$ cat src/rtl/coretest_core_mux.sv
// coretest_core_mux: registered address decoder/mux from the coretest command
// master onto up to NUM_CORES cores, with unmapped-page error reporting and an
// internal status page (access counters, last faulting address).
module coretest_core_mux #(
    parameter int unsigned NUM_CORES     = 4,
    parameter logic [7:0]  PREFIX_BASE   = 8'h00,
    parameter logic [7:0]  PREFIX_STRIDE = 8'h10,
    parameter logic [7:0]  STATUS_PREFIX = 8'hff
) (
    input  logic                      clk,
    input  logic                      reset_n,
    input  logic                      m_cs,
    input  logic                      m_we,
    input  logic [15:0]               m_address,
    input  logic [31:0]               m_write_data,
    output logic [31:0]               m_read_data,
    output logic                      m_error,
    output logic                      m_ready,
    output logic [NUM_CORES-1:0]      core_cs,
    output logic                      core_we,
    output logic [7:0]                core_address,
    output logic [31:0]               core_write_data,
    input  logic [32*NUM_CORES-1:0]   core_read_data,
    input  logic [NUM_CORES-1:0]      core_error
);

    localparam int unsigned DW = 32;
    localparam int unsigned AW = 16;
    localparam int unsigned RW = 8;
    localparam int unsigned CW = 16;
    localparam logic [DW-1:0] CORE_ID = 32'h6d757820;

    typedef enum logic [1:0] {
        ST_IDLE    = 2'd0,
        ST_ACCESS  = 2'd1,
        ST_RESPOND = 2'd2
    } state_t;

    typedef enum logic [1:0] {
        TGT_CORE     = 2'd0,
        TGT_STATUS   = 2'd1,
        TGT_UNMAPPED = 2'd2
    } tgt_t;

    state_t               state_q, state_d;
    tgt_t                 tgt_q, tgt_d;
    logic                 lat_we_q, lat_we_d;
    logic [AW-1:0]        lat_addr_q, lat_addr_d;
    logic [DW-1:0]        rd_q, rd_d;
    logic                 err_q, err_d;
    logic                 ready_q, ready_d;
    logic [NUM_CORES-1:0] cs_q, cs_d;
    logic                 we_q, we_d;
    logic [RW-1:0]        caddr_q, caddr_d;
    logic [DW-1:0]        wdata_q, wdata_d;
    logic [CW-1:0]        unmapped_q, unmapped_d;
    logic [CW-1:0]        overrun_q, overrun_d;
    logic [AW-1:0]        last_err_q, last_err_d;

    logic [NUM_CORES-1:0] dec_cs;
    logic                 dec_status;
    logic [DW-1:0]        core_rd;
    logic                 core_err;
    logic [DW-1:0]        stat_rd;
    logic                 stat_err;
    logic                 stat_clr;

    // Page decode of the incoming master address.
    always_comb begin
        dec_cs = '0;
        for (int unsigned i = 0; i < NUM_CORES; i++) begin
            if (m_address[15:8] == PREFIX_BASE + 8'(i) * PREFIX_STRIDE) begin
                dec_cs[i] = 1'b1;
            end
        end
        dec_status = (m_address[15:8] == STATUS_PREFIX);
    end

    // Read-data/error mux of the core selected during ACCESS.
    always_comb begin
        core_rd  = '0;
        core_err = 1'b0;
        for (int unsigned i = 0; i < NUM_CORES; i++) begin
            if (cs_q[i]) begin
                core_rd  = core_rd | core_read_data[32*i +: 32];
                core_err = core_err | core_error[i];
            end
        end
    end

    // Status page register file: read value, error and counter-clear request.
    always_comb begin
        stat_rd  = '0;
        stat_err = 1'b0;
        stat_clr = 1'b0;
        case (lat_addr_q[7:0])
            8'h00: begin
                stat_rd  = CORE_ID;
                stat_err = lat_we_q;
            end
            8'h01: begin
                stat_rd  = DW'(NUM_CORES);
                stat_err = lat_we_q;
            end
            8'h02: begin
                stat_rd  = {16'h0, unmapped_q};
                stat_clr = lat_we_q;
            end
            8'h03: begin
                stat_rd  = {16'h0, overrun_q};
                stat_err = lat_we_q;
            end
            8'h04: begin
                stat_rd  = {16'h0, last_err_q};
                stat_err = lat_we_q;
            end
            default: begin
                stat_rd  = '0;
                stat_err = 1'b1;
            end
        endcase
    end

    // Next-state and next-register logic; core-side outputs default to 0.
    always_comb begin
        state_d    = state_q;
        tgt_d      = tgt_q;
        lat_we_d   = lat_we_q;
        lat_addr_d = lat_addr_q;
        rd_d       = rd_q;
        err_d      = err_q;
        ready_d    = 1'b0;
        cs_d       = '0;
        we_d       = 1'b0;
        caddr_d    = '0;
        wdata_d    = '0;
        unmapped_d = unmapped_q;
        overrun_d  = overrun_q;
        last_err_d = last_err_q;

        // Requests arriving while busy are dropped and counted.
        if (m_cs && (state_q != ST_IDLE) && (overrun_q != 16'hffff)) begin
            overrun_d = overrun_q + 16'd1;
        end

        case (state_q)
            ST_IDLE: begin
                if (m_cs) begin
                    lat_we_d   = m_we;
                    lat_addr_d = m_address;
                    state_d    = ST_ACCESS;
                    if (|dec_cs) begin
                        tgt_d   = TGT_CORE;
                        cs_d    = dec_cs;
                        we_d    = m_we;
                        caddr_d = m_address[7:0];
                        wdata_d = m_write_data;
                    end else if (dec_status) begin
                        tgt_d = TGT_STATUS;
                    end else begin
                        tgt_d = TGT_UNMAPPED;
                    end
                end
            end
            ST_ACCESS: begin
                state_d = ST_RESPOND;
                ready_d = 1'b1;
                case (tgt_q)
                    TGT_CORE: begin
                        rd_d  = core_rd;
                        err_d = core_err;
                    end
                    TGT_STATUS: begin
                        rd_d  = stat_rd;
                        err_d = stat_err;
                        // Clear overrides any increment in the same cycle.
                        if (stat_clr) begin
                            unmapped_d = '0;
                            overrun_d  = '0;
                        end
                    end
                    default: begin
                        rd_d       = '0;
                        err_d      = 1'b1;
                        last_err_d = lat_addr_q;
                        if (unmapped_q != 16'hffff) begin
                            unmapped_d = unmapped_q + 16'd1;
                        end
                    end
                endcase
            end
            ST_RESPOND: begin
                state_d = ST_IDLE;
            end
            default: begin
                state_d = ST_IDLE;
            end
        endcase
    end

    // State and output registers.
    always_ff @(posedge clk or negedge reset_n) begin
        if (!reset_n) begin
            state_q    <= ST_IDLE;
            tgt_q      <= TGT_CORE;
            lat_we_q   <= 1'b0;
            lat_addr_q <= '0;
            rd_q       <= '0;
            err_q      <= 1'b0;
            ready_q    <= 1'b0;
            cs_q       <= '0;
            we_q       <= 1'b0;
            caddr_q    <= '0;
            wdata_q    <= '0;
            unmapped_q <= '0;
            overrun_q  <= '0;
            last_err_q <= '0;
        end else begin
            state_q    <= state_d;
            tgt_q      <= tgt_d;
            lat_we_q   <= lat_we_d;
            lat_addr_q <= lat_addr_d;
            rd_q       <= rd_d;
            err_q      <= err_d;
            ready_q    <= ready_d;
            cs_q       <= cs_d;
            we_q       <= we_d;
            caddr_q    <= caddr_d;
            wdata_q    <= wdata_d;
            unmapped_q <= unmapped_d;
            overrun_q  <= overrun_d;
            last_err_q <= last_err_d;
        end
    end

    assign m_read_data     = rd_q;
    assign m_error         = err_q;
    assign m_ready         = ready_q;
    assign core_cs         = cs_q;
    assign core_we         = we_q;
    assign core_address    = caddr_q;
    assign core_write_data = wdata_q;

endmodule

$ cat config.mk
export PLATFORM = sky130hd
export DESIGN_NAME = coretest_core_mux
export DESIGN_NICKNAME = d
export VERILOG_FILES = /design/src/rtl/coretest_core_mux.sv
export SDC_FILE = /design/constraint.sdc
export NUM_CORES = 1
export LEC_CHECK = 0
export BUFFER_PORTS_ARGS = -buffer_cell sky130_fd_sc_hd__buf_2
export CORE_AREA = 10 10 127 129
export DETAILED_ROUTE_END_ITERATION = 10
export DIE_AREA = 0 0 137 139
export PLACE_DENSITY = 0.95
export SETUP_SLACK_MARGIN = 0.05
export SYNTH_ARGS = -nofsm -noshare
export SYNTH_HDL_FRONTEND = slang
export SYNTH_SLANG_ARGS = --single-unit
$ cat constraint.sdc
create_clock -name clk -period 4.3 [get_ports clk]
set_input_delay 0.215 -clock clk [delete_from_list [all_inputs] [get_ports clk]]
set_output_delay 0.215 -clock clk [all_outputs]
set_load 0.05 [all_outputs]
### After elaboration in Yosys (flattened, before gate mapping)

Cells that the tools add are included.

| word-level totals | value |
|---|---|
| register bits | 148 |
| input port bits | 184 |
| output and inout bits | 79 |
| logic and storage cells | 93 |

| operators by class | value |
|---|---|
| add/subtract/negate cells | 2 |
| eq/ne operators | 14 |
| mux-type cells | 41 |
| bitwise logic cells | 8 |
| reductions and logical operators | 14 |

Operator list:

| kind | number |
|---|---|
| $mux W32 | 7 |
| $pmux W31 S5 | 1 |
| $mux W16 | 6 |
| $or A32 B32 Y32 | 3 |
| $pmux W32 S2 | 1 |
| $add A16 B1 Y16 const B | 2 |
| $ne A16 B16 Y1 const B | 2 |
| $pmux W16 S2 | 1 |
| $mux W8 | 3 |
| $eq A8 B2 Y1 const B | 2 |
| $eq A8 B6 Y1 const B | 2 |
| $logic_not A8 Y1 | 2 |
| $mux W1 | 13 |
| $mux W4 | 3 |
| $eq A8 B1 Y1 const B | 1 |
| $eq A8 B3 Y1 const B | 1 |
| $eq A8 B5 Y1 const B | 1 |
| $eq A8 B8 Y1 const B | 1 |
| $reduce_or A4 Y1 | 2 |
| $mux W2 | 3 |
| $eq A2 B1 Y1 const B | 2 |
| $logic_not A2 Y1 | 2 |
| $ne A2 B2 Y1 const B | 2 |
| $pmux W1 S2 | 2 |
| 8 further kinds | 14 |

### Logic depth before layout (Yosys ltp)

Gate-level depths: netlist of run 1.

| logic depth | value |
|---|---|
| word-level depth | 8 |
| depth in mapped cells | 6 |
| gate-level depth less buffers | 5 |

### Worst setup path before layout of run 1

Ideal clock, no wire load.

| timing path | value |
|---|---|
| kind | reg2reg |
| start | register unmapped_q[0] |
| end | register unmapped_q[11] |
| setup time | 77 ps |
| arrival time | 1712 ps |
| data required time | 4223 ps |
| setup slack | 2510 ps |
| stages on the path, launching flop included | 7 |
| path buffers | 1 |
| clock period less this slack | 1790 ps |
| cell sequence | dfrtp_1 > ha_1 > and3_1 > buf_2 > nor3b_2 > or4_1 > a21oi_1 |

| between the ends | value |
|---|---|
| longest elaborated chain between the ends | 3 |
| elaborated cells between the ends (all ways) | 6 |
| classes of those cells | add/sub (1); eq/ne (1); mux (2); reduce/logical (2) |

Ends and longest elaborated chain:

| item | RTL line | RTL |
|---|---|---|
| start: declaration | 56 | `logic [CW-1:0] unmapped_q, unmapped_d;` |
| start signal: assignment | 230 | `unmapped_q <= unmapped_d;` |
| $add A16 B1 Y16 or $ne A16 B16 Y1 (tied branches) | 187, 186 |  |
| $mux W16 or $reduce_bool A2 Y1 (tied branches) | n/a |  |
| $pmux W16 S2 or $reduce_and A4 Y1 (tied branches) | n/a |  |

Several ways; a longest one is shown, not always the timed one. The select of a mux whose other input is x is not followed.
A chain may end at the register's enable or synchronous reset.

### Worst setup path in the final report of run 1

| timing path | value |
|---|---|
| start | register tgt_q[0] |
| end | register unmapped_q[8] |

| between the ends | value |
|---|---|
| longest elaborated chain between the ends | 3 |
| elaborated cells between the ends (all ways) | 7 |
| classes of those cells | eq/ne (2); mux (1); bitwise (1); reduce/logical (3) |

Ends and longest elaborated chain:

| item | RTL line | RTL |
|---|---|---|
| start: declaration | 46 | `tgt_t tgt_q, tgt_d;` |
| start signal: assignment | 220 | `tgt_q <= tgt_d;` |
| $eq A2 B1 Y1 or $logic_not A2 Y1 (tied branches) | 168 | `case (tgt_q)` |
| $ne A2 B2 Y1 (no line), or another cell as far along | n/a |  |
| $reduce_and A4 Y1 (no line) | n/a |  |

Several ways; a longest one is shown, not always the timed one.

==> key figures, run 1 <==
Outcome
  • Status: completed

Clock network
  • CTS max path bufs: 2
  • Clock root buffer: clkbuf_16
  • CTS tree: yes
  • Setup bufs post-CTS: 0
  • H-tree Lvls: 4
  • Num CTS Buffers: 17
  • Clk sinks: 148
  • Hold Buf Count CTS: 1
  • Insertion delay to the later sink of the worst-skew pair: 430 ps
  • Worst-path clk slew: 60 ps
  • PostCTS Resize Cnt: 0

Drt
  • Router iterations before antenna repair: 5
  • Drt via density: 6.14
  • WL final: 26100 um
  • Vias: 7108
  • DRC violations left: 0
  • Drt first-iter violations: 831
  • Antenna Violating Nets Remaining: 0
  • Avg WL per Cell: 22.5 um

Worst setup path
  • Critical R2R Launch: tgt_q[0]
  • CP Data Arrival Time: 3090 ps
  • R2R Setup Slk: 1510 ps
  • CP required: 4590 ps
  • R2r worst-path depth: 4
  • Crit start category: flip-flop
  • CP Class: flip-flop to flip-flop
  • CP endpoint kind: flip-flop
  • Reg2Reg Capture Point: unmapped_q[8]
  • Crit-path max FO: 25

Die
  • Die Y: 139 um
  • Die X: 137 um
  • Initial Utilization: 52.9%
  • FP Rows: 43
  • Io pins: 263
  • DIE AREA: 19000 um2
  • Core Box Area: 13700 um2

Timing
  • FMAX: 358 MHz
  • Min setup slack post-route: 1510 ps
  • Slew of the pin with the lowest slew margin: 1180 ps
  • Fin crit share: 64.9%
  • Max Transition Viols Final: 0
  • Hold_ws: 13.5 ps
  • Fin. Hold Viols: 0
  • Final Skew: 8.60 ps
  • Slew HR: 21.5%
  • Crit path time final: 2790 ps
  • Setup violators final: 0
  • Total negative slack: 0 ps
  • Unrepaired setup endpoints after global routing: false

Synthesis
  • Synth Area in Compound Gates: 19.3%
  • Yosys reg bits: 148
  • Largest family of logic cells by synthesized area: simple AND/OR/NAND/NOR gates
  • Synth cell types: 56
  • Mux cell area share after synthesis: 6.40%
  • Syn Nets: 910
  • Seq/Total Area, Yosys: 51.2%
  • Top_reg_cell synth: dfrtp_1
  • Mapped Avg Cell Area: 9.99 um2
  • Number of flops mapped to enable cells by yosys: 0
  • Mapped Area: 7230 um2
  • Cells after Synth: 724
  • Ys Warns: 0
  • Async set or reset register ratio after synthesis: 100%
  • Post-synthesis simple-gate area fraction: 19.4%
  • Post-synthesis adder-cell area fraction: 0.346%
  • XOR/XNOR Fraction of Synth Area: 0%

Placed design
  • Place WS: 1650 ps
  • Placed insts: 1123
  • RD Place Congestion: 0.958
  • HPWL Detailed: 19000 um
  • Input/output buffers: 262

Power
  • Worst VDD drop: 0.000423 V
  • Power Density: 421 nW/um2
  • Leak: 4.63 nW
  • Post-route total power: 3.88 mW

Hold path
  • Hold endpoint: core_write_data[4]
  • Worst Hold Depth: 2
  • Min-delay src: m_write_data[4]
  • Hold Path Class: input port to flip-flop

Layout
  • Share of layout cells above drive strength 1: 34.2%
  • Area of the multi-input gates: 3300 um2
  • Register area: 3700 um2
  • # fillers: 981
  • Final nets: 1149
  • Area growth syn-to-layout: 27.5%
  • Layout Cells excl Fill: 1158

GRT
  • First-pass GRT wire length: 39500 um
  • Vias in the first global route: 7100
  • Initial antenna violation count: 2
  • Total GRT Usage: 26.3%
  • Pin count of the biggest net entering global routing: 119
  • Remaining Overflow, GRT: 0

Job
  • Max-cap viol count: 0
## cell families after synthesis
group                      after synthesis
AOI/OAI and AO/OA                      212
adders and majority gates                2
buffers and inverters                   61
DFF                                    148
muxes                                   44
and+or+nand+nor                        257
## metal layers
metal  share of wire [%]  track usage [%]
met5                   0                0
met4                 4.0             12.4
met3                  10             6.38
met2                  49             43.3
met1                  36             31.4
## area by class of cell
class | count | area share, %
clock inverters | 13 | 1.26
repair buffers | 272 | 15.1
well taps | 180 | 2.44
clock buffers | 19 | 4.80
diodes | 2 | 0.0543
inverters | 9 | 0.366
flip-flops and latches | 148 | 40.2
multi-input cells | 515 | 35.8
## cells in the final DEF (no fill, tap or decap), drive strengths merged, types with 7 or more instances in the layout
cell type / Yosys / final
and3: 45 / 45
or4: 9 / 9
o2bb2ai: 15 / 15
nor3: 10 / 10
o31ai: 7 / 7
mux2i: 26 / 26
a22oi: 54 / 54
inv: 9 / 17
o21ai: 43 / 43
nand2: 118 / 118
nor2: 7 / 7
clkbuf: 40 / 19
buf: 12 / 271
a21oi: 59 / 59
nand4: 11 / 11
dfrtp: 148 / 148
mux2: 18 / 18
nand2b: 9 / 9
nand3: 12 / 12
## report_power, final
group          internal [mW]  total [mW]  switching (mW)  leakage (nW)
registers               1.57        1.82           0.252          1.95
clock network          0.774        1.42           0.643         0.263
logic                  0.271       0.644           0.373          2.41
total                   2.61        3.88            1.27          4.63
## cell usage after synthesis (all sizes together) (10+ instances only)
master / n / area, um2
and3: 45 / 282
nand3: 12 / 60.1
o2bb2ai: 15 / 131
nor3: 10 / 77.6
a22oi: 54 / 405
buf: 12 / 60.1
nand4: 11 / 83.8
nand2: 118 / 443
a21oi: 59 / 295
clkbuf: 40 / 150
mux2i: 26 / 260
dfrtp: 148 / 3700
o21ai: 43 / 215
mux2: 18 / 203
## stage by stage
step / utilization (%) / area [um2]
floorplan: - / 7230
global placement: 63.3 / 8650
detailed placement: 63.3 / 8650
CTS: 67.4 / 9220
global route: 67.5 / 9220
finish: 67.5 / 9220
## flip-flops by register name (all words and copies together), names as in the netlist, 4 cells and up
register	cells
last_err_q	16
core_cs	4
m_read_data	32
unmapped_q	16
core_write_data	32
overrun_q	16
lat_addr_q	16
core_address	8
## worst max path at each step
stage	from	to	slack, ps	cells past startpoint
2_1_floorplan	unmapped_q[0]	unmapped_q[11]	2510	6
6_report	tgt_q[0]	unmapped_q[8]	1510	4
3_5_place_dp	tgt_q[0]	overrun_q[9]	1650	4
4_1_cts	tgt_q[0]	unmapped_q[8]	1600	4
3_3_place_gp	lat_addr_q[0]	overrun_q[9]	1760	4
5_1_grt	tgt_q[0]	unmapped_q[8]	1300	4
## critical path: stages (launching register included)
cell,delay (ps)
dfrtp_1,670
nor4b_1,430
nand4_1,960
o311ai_0,470
o31ai_1,130
Note: power is estimated with default switching activity, not from simulation.
==> run 2, diff against run 1 <==
CORE_AREA = 10 10 138 140   (was 10 10 127 129)
DIE_AREA = 0 0 148 150   (was 0 0 137 139)
PLACE_DENSITY = 0.88   (was 0.95)
clock period = 2.5 ns   (was 4.3 ns; I/O delays follow)
==> run 2 against run 1 <==
Clock skew shrank 1.9 ps. Routed wire length shrank 0.16%. Critical path depth grew 4. Final area grew 7.6%. Critical endpoint is now core_cs[0]. Largest power group unchanged. Hold slack lost 3.2 ps. Final cell count grew 8.4%. Global-route usage shrank 3.2 points.
==> key figures, run 2 (synthesis gave the netlist of run 1 again) <==
Power
  • Clock Power Share: 39.3% (+2.8 points)
  • Seq pwr share: 43.7% (-3.2 points)
  • Combinational share of power: 17.0% (+0.4 points)
  • Switching Power: 2.02 mW (+60%)
  • Worst VDD drop: 0.000530 V (+25%)
  • Pint: 4.97 mW (+91%)
  • Power Density: 705 nW/um2 (+68%)
  • Post-route total power: 7.00 mW (+80%)
  • Sw Ratio: 28.9% (-3.8 points)
  • Leak: 4.93 nW (+6.6%)

Timing
  • Total negative slack: 0 ps (unchanged)
  • Unrepaired setup endpoints after global routing: false
  • Final Skew: 6.73 ps (-1.88 ps)
  • Slew HR: 27.1% (+5.6 points)
  • Slew of the pin with the lowest slew margin: 1090 ps (-83.7 ps)
  • Max Transition Viols Final: 0 (unchanged)
  • Crit path time final: 2290 ps
  • Setup violators final: 0 (unchanged)
  • Fin. Hold Viols: 0 (unchanged)
  • FMAX: 437 MHz
  • Fin crit share: 91.6%

Layout
  • Area growth syn-to-layout: 37.1%
  • Most frequent cells in the layout: 261 x buf_2, 148 x dfrtp_1, 118 x nand2_1
  • Final nets: 1206 (+5.0%)
  • Share of layout cells above drive strength 1: 33.5% (-0.73 points)
  • Commonest non-fill, non-tap cell in the layout: buf_2

Drt
  • Drt first-iter violations: 784 (-5.7%)
  • Top layer in use: met4
  • Met3 wire len: 2460 um (-8.9%)
  • Vias: 7236 (+1.8%)
  • WL final: 26100 um (-0.16%)
  • Avg WL per Cell: 20.8 um (-7.9%)
  • Router iterations before antenna repair: 5 (unchanged)
  • Post-Route M1 WL: 9840 um (+3.5%)
  • Drt via density: 5.77 (-6.1%)
  • DRC violations left: 0 (unchanged)
  • Antenna Violating Nets Remaining: 0 (unchanged)
  • DR WL met2: 13000 um (+0.87%)

Clock network
  • CTS tree: yes
  • H-tree Lvls: 4 (unchanged)
  • Clk sinks: 148 (unchanged)
  • CTS max path bufs: 2 (unchanged)
  • Insertion delay to the later sink of the worst-skew pair: 430 ps (about the same)
  • Setup bufs post-CTS: 0 (unchanged)
  • Num CTS Buffers: 17 (unchanged)
  • Worst-path clk slew: 60 ps (about the same)
  • Clock root buffer: clkbuf_16

GRT
  • First-pass GRT wire length: 40800 um (+3.4%)
  • Remaining Overflow, GRT: 0 (unchanged)
  • Pin count of the biggest net entering global routing: 59 (-50%)
  • Initial antenna violation count: 2 (unchanged)
  • Total GRT Usage: 23.1% (-3.2 points)
  • Vias in the first global route: 7368 (+3.8%)

Worst setup path
  • Buf/Inv on CP: 4 (+4)
  • Crit-path max FO: 43 (+72%)
  • R2R Setup Slk: 360 ps (-1150 ps)
  • Worst path slowest cell: dlygate4sd3_1
  • CP Data Arrival Time: 2650 ps (-440 ps)
  • Crit path largest cell delay: 570 ps (-390 ps)
  • CP endpoint kind: flip-flop
  • CP required: 2860 ps (-1730 ps)
  • Crit start category: input port
  • Critical-path cell list: dlygate4sd3_1, buf_2, or4_1, nor3_4, buf_12, and2_1, nor3b_1, dlygate4sd3_1
  • CP Class: input port to flip-flop
  • CP delay by family, top: buffers and inverters
  • CP dominant cell by count: dlygate4sd3_1

Die
  • Die Y: 150 um (+7.9%)
  • Die X: 148 um (+8.0%)
  • Core Box Area: 16300 um2 (+20%)
  • Initial Utilization: 44.3% (-8.7 points)
  • DIE AREA: 22200 um2 (+17%)
  • Io pins: 263 (unchanged)
  • FP Rows: 47 (+9.3%)

Outcome
  • Status: completed

Placed design
  • RD Place Congestion: 0.991 (+3.4%)
  • Input/output buffers: 262 (unchanged)
  • HPWL Detailed: 18700 um (-1.4%)

Hold path
  • Hold Path Class: input port to flip-flop

Job
  • Max-cap viol count: 0 (unchanged)
run 2: cell count changes in the layout (fill, tap and decap cells not counted):
cell,previous run,this run
dlygate4sd3_1,1,46
buf_4,9,19
bufinv_16,0,4
inv_6,5,2
inv_8,3,0
buf_12,0,2
clkbuf_8,1,3
clkinv_2,0,2
clkinvlp_4,4,2
run 2: cell type report:
cell class	instances	area (um2)
antenna	2	5.00
clock buffer	21	470
clock inverter	11	171
fill	1332	6430
inverter	9	33.8
multi-input combinational	515	3300
sequential	148	3700
tap	220	275
timing repair buffer	329	1960
run 2: final timing paths:
check                                 endpoint             start  depth (start not counted)
hold reg to reg                  last_err_q[9]     lat_addr_q[9]                          2
setup reg to reg                  overrun_q[6]     lat_addr_q[1]                          4
setup / recovery                    core_cs[0]     m_address[15]                          8
max in group asynchronous       lat_addr_q[12]           reset_n                          3
hold / removal             core_write_data[25]  m_write_data[25]                          2
min in group asynchronous       unmapped_q[15]           reset_n                          2
run 2: per-layer routing:
metal,vias up,track usage [%]
met4,0,9.61
met5,-,0
li1,3279,-
met1,3490,26.8
met3,59,7.04
met2,408,39.1
run 2: power groups by stage:
| stage | clock [mW] | sequential (mW) | combinational [mW] |
|---|---|---|---|
| 2_1_floorplan | 0 | 2.97 | 0.690 |
| 3_5_place_dp | 0 | 3.08 | 1.10 |
| 6_report | 2.75 | 3.05 | 1.19 |
| 4_1_cts | 2.77 | 3.04 | 1.18 |
| 5_1_grt | 2.87 | 3.09 | 1.32 |
| 3_3_place_gp | 0 | 3.06 | 1.05 |
run 2: timing repair:
| item | CTS | global route |
|---|---|---|
| hold buffers | 46 | 0 |
| endpoints found under the hold margin | 106 | 0 |
| resized for setup | 0 | 3 |
| endpoints found under the setup margin | 0 | 1 |
run 2: stage by stage:
stage	instances	utilization, %	hold WS (ps)	worst slack [ps]	instance area [um2]
finish	1255	60.7	10.3	210	9920
CTS	1253	60.6	2.38	80.0	9900
floorplan	724	-	-171	710	7230
detailed placement	1175	53.8	118	454	8800
global placement	1175	53.8	116	628	8800
global route	1255	60.7	0.210	77.1	9920
